File: config.mk
export PLATFORM = sky130hd
export DESIGN_NAME = noc_input_buffer_bank_flat
export DESIGN_NICKNAME = d
export VERILOG_FILES = /design/src/rtl/noc_input_buffer_bank_if.sv /design/src/rtl/noc_input_buffer_bank.sv /design/src/flat_wrapper.sv
export SDC_FILE = /design/constraint.sdc
export NUM_CORES = 1
export LEC_CHECK = 0
export CAP_MARGIN = 30
export CORE_MARGIN = 2
export CORE_UTILIZATION = 57
export CTS_BUF_LIST = sky130_fd_sc_hd__clkbuf_8
export CTS_CLUSTER_DIAMETER = 40
export DETAILED_ROUTE_END_ITERATION = 12
export PLACE_DENSITY = 0.85
export SETUP_SLACK_MARGIN = 0.02
export SYNTH_ARGS = -nofsm -noshare
export SYNTH_HDL_FRONTEND = slang
export SYNTH_SLANG_ARGS = --single-unit
File: constraint.sdc
create_clock -name clk -period 3.15 [get_ports clk]
set_input_delay 0.63 -clock clk [delete_from_list [all_inputs] [get_ports clk]]
set_output_delay 0.63 -clock clk [all_outputs]
set_load 0.05 [all_outputs]
File: src/rtl/noc_input_buffer_bank_if.sv
// rtl/noc_input_buffer_bank_if.sv - link/consumer bundle for the per-port NoC input buffer bank
// Channel p of each packed bus occupies [p*W +: W].
interface noc_input_buffer_bank_if #(
    parameter int NUM_PORTS = 5,
    parameter int FLIT_W    = 16,
    parameter int DEPTH     = 4
);
    localparam int CNT_W = $clog2(DEPTH + 1);

    logic [NUM_PORTS-1:0]        valid_i;
    logic [NUM_PORTS*FLIT_W-1:0] data_i;
    logic [NUM_PORTS-1:0]        pop_req_i;
    logic [NUM_PORTS*FLIT_W-1:0] q_o;
    logic [NUM_PORTS-1:0]        en_o;
    logic [NUM_PORTS-1:0]        full_o;
    logic [NUM_PORTS*CNT_W-1:0]  count_o;
    logic [NUM_PORTS-1:0]        credit_o;
    logic [NUM_PORTS-1:0]        ovf_o;

    modport master (
        output valid_i, data_i, pop_req_i,
        input  q_o, en_o, full_o, count_o, credit_o, ovf_o
    );

    modport slave (
        input  valid_i, data_i, pop_req_i,
        output q_o, en_o, full_o, count_o, credit_o, ovf_o
    );
endinterface

File: src/rtl/noc_input_buffer_bank.sv
// rtl/noc_input_buffer_bank.sv - per-port FWFT input FIFOs with credit/overflow reporting
// Optional empty-FIFO bypass is compiled in with NOC_BUF_BYPASS_EN.
module noc_input_buffer_bank #(
    parameter int NUM_PORTS = 5,
    parameter int FLIT_W    = 16,
    parameter int DEPTH     = 4
) (
    input logic                    clk,
    input logic                    rst,
    noc_input_buffer_bank_if.slave bus
);
    localparam int CNT_W = $clog2(DEPTH + 1);
    localparam int PTR_W = $clog2(DEPTH);

    for (genvar p = 0; p < NUM_PORTS; p++) begin : g_ch
        logic [FLIT_W-1:0] mem [DEPTH];
        logic [PTR_W-1:0]  wr_ptr;
        logic [PTR_W-1:0]  rd_ptr;
        logic [CNT_W-1:0]  cnt;
        logic              credit;
        logic              ovf;

        logic              valid;
        logic              pop_req;
        logic [FLIT_W-1:0] din;
        logic              stored;
        logic              full;
        logic              bypass;
        logic              en;
        logic [FLIT_W-1:0] head;
        logic              pop_acc;
        logic              push_acc;
        logic              wr;
        logic              rd;
        logic              drop;

        assign valid   = bus.valid_i[p];
        assign pop_req = bus.pop_req_i[p];
        assign din     = bus.data_i[p*FLIT_W +: FLIT_W];

        assign stored  = (cnt != '0);
        assign full    = (cnt == CNT_W'(DEPTH));

`ifdef NOC_BUF_BYPASS_EN
        // An arriving flit on an empty channel is presented at once.
        assign bypass = valid & ~stored;

        always_comb begin
            head = '0;
            if (stored) begin
                head = mem[rd_ptr];
            end else if (bypass) begin
                head = din;
            end
        end
`else
        assign bypass = 1'b0;

        always_comb begin
            head = '0;
            if (stored) begin
                head = mem[rd_ptr];
            end
        end
`endif

        assign en       = stored | bypass;
        assign pop_acc  = pop_req & en;
        assign push_acc = valid & (~full | pop_acc);
        assign drop     = valid & full & ~pop_acc;
        // A bypassed flit that is popped in the same cycle never touches storage.
        assign wr       = push_acc & ~(bypass & pop_req);
        assign rd       = pop_acc & stored;

        always_ff @(posedge clk) begin
            if (rst) begin
                wr_ptr <= '0;
                rd_ptr <= '0;
                cnt    <= '0;
                credit <= 1'b0;
                ovf    <= 1'b0;
            end else begin
                if (wr) begin
                    wr_ptr <= wr_ptr + PTR_W'(1);
                end
                if (rd) begin
                    rd_ptr <= rd_ptr + PTR_W'(1);
                end
                case ({wr, rd})
                    2'b10:   cnt <= cnt + CNT_W'(1);
                    2'b01:   cnt <= cnt - CNT_W'(1);
                    default: cnt <= cnt;
                endcase
                credit <= pop_acc;
                if (drop) begin
                    ovf <= 1'b1;
                end
            end
        end

        always_ff @(posedge clk) begin
            if (wr && !rst) begin
                mem[wr_ptr] <= din;
            end
        end

        assign bus.q_o[p*FLIT_W +: FLIT_W]   = head;
        assign bus.en_o[p]                   = en;
        assign bus.full_o[p]                 = full;
        assign bus.count_o[p*CNT_W +: CNT_W] = cnt;
        assign bus.credit_o[p]               = credit;
        assign bus.ovf_o[p]                  = ovf;
    end
endmodule

File: src/flat_wrapper.sv
// flat-port wrapper written by rule: the top's interface ports become plain ports
module noc_input_buffer_bank_flat 
#(
    parameter int NUM_PORTS = 5,
    parameter int FLIT_W    = 16,
    parameter int DEPTH     = 4
)
  (clk, rst, bus_valid_i, bus_data_i, bus_pop_req_i, bus_q_o, bus_en_o, bus_full_o, bus_count_o, bus_credit_o, bus_ovf_o);
  noc_input_buffer_bank_if #(.NUM_PORTS(NUM_PORTS), .FLIT_W(FLIT_W), .DEPTH(DEPTH)) bus_i ();
  input logic clk;
  input logic rst;
  input wire logic [$bits(bus_i.valid_i)-1:0] bus_valid_i;
  input wire logic [$bits(bus_i.data_i)-1:0] bus_data_i;
  input wire logic [$bits(bus_i.pop_req_i)-1:0] bus_pop_req_i;
  output wire logic [$bits(bus_i.q_o)-1:0] bus_q_o;
  output wire logic [$bits(bus_i.en_o)-1:0] bus_en_o;
  output wire logic [$bits(bus_i.full_o)-1:0] bus_full_o;
  output wire logic [$bits(bus_i.count_o)-1:0] bus_count_o;
  output wire logic [$bits(bus_i.credit_o)-1:0] bus_credit_o;
  output wire logic [$bits(bus_i.ovf_o)-1:0] bus_ovf_o;
  assign bus_i.valid_i = bus_valid_i;
  assign bus_i.data_i = bus_data_i;
  assign bus_i.pop_req_i = bus_pop_req_i;
  assign bus_q_o = bus_i.q_o;
  assign bus_en_o = bus_i.en_o;
  assign bus_full_o = bus_i.full_o;
  assign bus_count_o = bus_i.count_o;
  assign bus_credit_o = bus_i.credit_o;
  assign bus_ovf_o = bus_i.ovf_o;
  noc_input_buffer_bank #(.NUM_PORTS(NUM_PORTS), .FLIT_W(FLIT_W), .DEPTH(DEPTH)) u_core (.clk(clk), .rst(rst), .bus(bus_i));
endmodule
Word-level counts from Yosys, hierarchy flattened. Memories as Yosys holds them, arrays and structs flattened. A register that Yosys moved wholly into a read port is not among the register bits. Cells that the tools add are included.

Register bits after elaboration: 45. Bits in writable memories: 320. Output and inout port bits: 115. Word-level logic and storage cells: 151. Memories kept: 5.

Memory list: u_core.g_ch[0].mem (words 4, width 16, read ports 1, clocked after memory_dff 1, write ports 1, line noc_input_buffer_bank.sv:16) `logic [FLIT_W-1:0] mem [DEPTH];`; u_core.g_ch[1].mem (words 4, width 16, read ports 1, clocked after memory_dff 1, write ports 1, line noc_input_buffer_bank.sv:16); u_core.g_ch[2].mem (words 4, width 16, read ports 1, clocked after memory_dff 1, write ports 1, line noc_input_buffer_bank.sv:16); u_core.g_ch[3].mem (words 4, width 16, read ports 1, clocked after memory_dff 1, write ports 1, line noc_input_buffer_bank.sv:16); u_core.g_ch[4].mem (words 4, width 16, read ports 1, clocked after memory_dff 1, write ports 1, line noc_input_buffer_bank.sv:16).

$add $sub $neg: 20. Equality and inequality tests: 15. Muxes and demuxes: 30. Bitwise operators: 40. Reductions and logical operators: 16.

Operators with widths (count): $mux W16 (5); $pmux W3 S2 (5); $and A1 B1 Y1 (25); $add A2 B1 Y2 const B (10); $mux W2 (10); $add A3 B1 Y3 const B (5); $eq A3 B3 Y1 const B (5); $reduce_bool A3 Y1 (5); $sub A3 B1 Y3 const B (5); $eq A2 B1 Y1 const B (5); $eq A2 B2 Y1 const B (5); $mux W1 (10); $not A1 Y1 (10); $reduce_bool A2 Y1 (5); $logic_and A1 B1 Y1 (5); $or A1 B1 Y1 (5); $logic_not A1 Y1 (1).

Logic depth before layout (Yosys ltp).
Word-level depth: 7. Depth in mapped cells: 9. Mapped depth without buffers: 9.

Least setup slack after synthesis. No wires, ideal clock.

Kind: flip-flop to flip-flop. From: reg u_core.g_ch[1].cnt[0]. To: mem u_core.g_ch[1].mem[1][0], enable pin. Library setup time: 0.413 ns. Data arrival time: 2.481 ns. Required time: 2.737 ns. Setup slack: 0.256 ns. Cell stages (with the launch flop): 5. Buffers on the path: 0. Period minus slack after synthesis: 2.894 ns. Path through: dfxtp_1 nor3b_4 a21boi_2 inv_1 nor3b_1.

Word-level cells in the longest chain between the ends: 7. Elaborated cells between the ends (all ways): 9. Those cells by class: 1 x eq/ne; 2 x mux; 4 x bitwise; 2 x reduce/logical.

RTL lines: start, declared (line noc_input_buffer_bank.sv:19) `logic [CNT_W-1:0] cnt;`; start signal, assigned (line noc_input_buffer_bank.sv:90) `2'b10: cnt <= cnt + CNT_W'(1);`; start signal, assigned (line noc_input_buffer_bank.sv:91) `2'b01: cnt <= cnt - CNT_W'(1);`; start signal, assigned (line noc_input_buffer_bank.sv:92) `default: cnt <= cnt;`; $eq A3 B3 Y1 (line noc_input_buffer_bank.sv:42) `assign full = (cnt == CNT_W'(DEPTH));`; via u_core.g_ch[1].full (line noc_input_buffer_bank.sv:27) `logic full;`; $not A1 Y1 (line noc_input_buffer_bank.sv:69) `assign push_acc = valid & (~full | pop_acc);`; $or A1 B1 Y1 (line noc_input_buffer_bank.sv:69); $and A1 B1 Y1 (line noc_input_buffer_bank.sv:69); $logic_and A1 B1 Y1 (line noc_input_buffer_bank.sv:102) `if (wr && !rst) begin`; $mux W1 (line noc_input_buffer_bank.sv:102); $mux W1 (not written as such) (line noc_input_buffer_bank.sv:103) `mem[wr_ptr] <= din;`; end, declared (line noc_input_buffer_bank.sv:16).

The timed path passes the listed nets, and every way through them passes these cells.

==> impl_metrics.json <==
{
  "path_class": "reg -> out",
  "crit_cells": 4,
  "die_y_um": 168,
  "slew_headroom": 0.487,
  "ys_warn_count": 0,
  "synth_edf_count": 320,
  "holdWs_ns": 0.478,
  "crit_path_start_kind": "flip-flop",
  "ctsHoldBuffers": 0,
  "antenna_found_initial": 1,
  "cts.htree.levels": 2,
  "grt_max_degree": 65,
  "port_buffers": 206,
  "rsz0062_at_grt": "no",
  "postSynthCellCount": 829,
  "required_ns": 2.52,
  "powerDensity_nw_per_um2": 893,
  "multi_input_area_um2": 4100,
  "syn_nets": 951,
  "antenna_left": 0,
  "fin_nets": 1198,
  "synth_async_sr_flop_share": 0,
  "max_freq_ghz": 0.342,
  "layout-drive-gt1-share": 0.265,
  "seqPwrFrac": 0.360,
  "grt_use_total": 0.203,
  "cts_tree": "built",
  "leakage_uw": 0.00667,
  "synth_area_leader_cell": "edfxtp_1",
  "finalClockSkew_ns": 0.0170,
  "dr.first_iter.drc_count": 446,
  "path_cells": "buf_4 > mux4_1 > and2b_1 > buf_4",
  "internal_power_uw": 10300,
  "overflow": 0,
  "ys_seq_area_frac": 0.700,
  "p_clk_frac": 0.245,
  "regArea_um2": 10700,
  "cp_top_family": "multiplexers",
  "die_x_um": 168,
  "crit_slowest_cell": "mux4_1",
  "synthFlopType": "edfxtp_1",
  "cpPeakStageDelay_ns": 0.60,
  "synth_area_um2": 15300,
  "endpoint": "bus_q_o[51]",
  "crit_top_cell": "buf_4",
  "clk-insertion-delay-late_ns": 0.57,
  "ir_drop_mv": 0.811,
  "cts_buffers": 60,
  "period_share": 0.929,
  "core_area_um2": 26200,
  "clock_sinks": 375,
  "cts_resized": 0,
  "die-area_um2": 28200,
  "reg2reg_depth": 9,
  "drt_wl_total_um": 28700,
  "p_comb_frac": 0.396,
  "crit_fanout": 13,
  "drc": 0,
  "placedInstanceArea_um2": 17500,
  "wl_per_cell_um": 19.6,
  "io_pins": 207,
  "n_antenna_cell": 0,
  "setup_viol": 0,
  "fin_area_um2": 18700,
  "rows": 59,
  "worst_pin_slew_ns": 0.768,
  "hpwl_um": 18700,
  "hold_violations": 0,
  "grt_pass1_wl_um": 44400,
  "fillers": 1573,
  "first_global_vias": 8490,
  "crit_arrival_ns": 2.30,
  "start_util": 0.584,
  "clockBufferDepth": 3,
  "swShare": 0.384,
  "netlist_top_cells_count": "edfxtp_1, dfxtp_1, nor2b_1",
  "clk_root_buffer_cell": "clkbuf_8",
  "r2r_start": "u_core.g_ch[1].cnt[2]",
  "rrSetupSlack_ns": 0.70,
  "dr.pass1.iters": 4,
  "layout_min_cycle_time_ns": 2.93,
  "hp-class": "reg -> reg",
  "power.total_uw": 16700,
  "ys_top_cells_by_area": "edfxtp_1, mux4_2, dfxtp_1",
  "gp_congestion": 0.757,
  "yosys.area.top_type_share": 0.628,
  "dp_cells": 1349,
  "vias_per_cell": 5.45,
  "cp-end-kind": "output port",
  "status": "complete, no violations",
  "areaGrowthSynthToFinish_pct": 22.4,
  "cap_viol_max_count": 0,
  "layout.cells.non_filler": 1462,
  "dr_total_vias": 7970,
  "fin_setup_tns_ns": 0,
  "synth.avg_cell_area_um2": 18.5,
  "synth.distinct_cells": 34,
  "rr_endpoint": "u_core.g_ch[1].cnt[2]",
  "path_clk_slew_ns": 0.06,
  "final_max_slew_viol_count": 0,
  "postCtsSetupRepairBufs": 0,
  "crit_buf_inv": 2,
  "switchingPower_uw": 6430,
  "yosysMostFrequentCell": "edfxtp_1",
  "synth-seq-cells": 375
}
## how the worst min path moves through the flow
stage | start | endpoint | slack (ns) | depth (start not counted)
after floorplan | u_core.g_ch[0].ovf | u_core.g_ch[0].ovf | 0.44 | 2
after detailed placement | u_core.g_ch[4].ovf | u_core.g_ch[4].ovf | 0.46 | 2
after global routing | u_core.g_ch[4].ovf | u_core.g_ch[4].ovf | 0.49 | 2
final | u_core.g_ch[2].ovf | u_core.g_ch[2].ovf | 0.48 | 2
after CTS | u_core.g_ch[4].ovf | u_core.g_ch[4].ovf | 0.48 | 2
after global placement | u_core.g_ch[2].ovf | u_core.g_ch[2].ovf | 0.45 | 2
## power by group through the flow
stage / sequential [uW] / combinational, uW / clock, uW
finish: 6020 / 6620 / 4090
detailed placement: 6120 / 6670 / 0
global placement: 6100 / 6600 / 0
floorplan: 6290 / 4720 / 0
CTS: 6020 / 6700 / 4200
global route: 6060 / 6970 / 4410
## layer usage
layer | up-vias | global-route usage | wire length, um
met1 | 3979 | 0.255 | 11400
li1 | 3653 | - | -
met3 | 69 | 0.0395 | 1450
met5 | - | 0 | 13
met4 | 2 | 0.0775 | 843
met2 | 267 | 0.353 | 14900
## kinds of logic after synthesis
| family | after synthesis | synth area share |
|---|---|---|
| buffers and inverters | 99 | 0.0386 |
| AND/OR/NAND/NOR | 180 | 0.0774 |
| adder cells (fa/ha/maj) | 30 | 0.0270 |
| flip-flops | 375 | 0.700 |
| multiplexers | 90 | 0.132 |
| XOR/XNOR | 15 | 0.00859 |
| AO/OA/AOI/OAI | 40 | 0.0164 |
## worst reg2reg max path, cell delays in order (launching register included)
cell      delay [ns]
dfxtp_1         0.48
nor3b_4         0.30
a21boi_2        0.12
inv_1           0.21
ha_1            0.23
inv_1           0.06
fa_1            0.38
xor2_1          0.16
or3_1           0.30
a21oi_1         0.14
## per-stage QoR
| stage | util | worst slack (ns) |
|---|---|---|
| final | 0.715 | 0.224 |
| after global routing | 0.715 | 0.0623 |
| after CTS | 0.715 | 0.129 |
| after detailed placement | 0.668 | 0.300 |
| after global placement | 0.668 | 0.411 |
| after floorplan | - | 0.256 |
## layout by cell type (no fill, tap or decap), types with 10 or more instances in the layout
cell type / synthesis / routed
ha_1: 25 / 25
nor3b_2: 4 / 24
nor2b_4: 10 / 10
clkdlybuf4s50_1: 0 / 125
clkinv_2: 0 / 12
mux4_2: 50 / 50
buf_4: 20 / 114
nand2b_1: 10 / 10
mux4_1: 30 / 30
o21ai_0: 10 / 10
edfxtp_1: 320 / 320
clkbuf_8: 0 / 68
or3_1: 10 / 10
dfxtp_1: 55 / 55
clkinv_1: 0 / 11
a21oi_1: 15 / 15
xor2_1: 15 / 15
inv_1: 45 / 58
nor2_1: 45 / 45
nor2b_1: 53 / 53
and2b_1: 17 / 17
## final cells by class
| cell class | instances | area share |
|---|---|---|
| clock buffer | 68 | 0.0500 |
| timing repair buffer | 239 | 0.112 |
| inverter | 45 | 0.00902 |
| multi-input combinational | 355 | 0.219 |
| sequential | 375 | 0.572 |
| clock inverter | 45 | 0.0154 |
| tap | 335 | 0.0224 |
## state kept, by name, summed over array words and instances, names as in the netlist, named ones only
name / count
u_core.g_ch.mem: 320
u_core.g_ch.cnt: 15
u_core.g_ch.rd_ptr: 10
u_core.g_ch.wr_ptr: 10
u_core.g_ch.credit: 5
u_core.g_ch.ovf: 5
No activity file was read; power rests on OpenSTA's default activity.
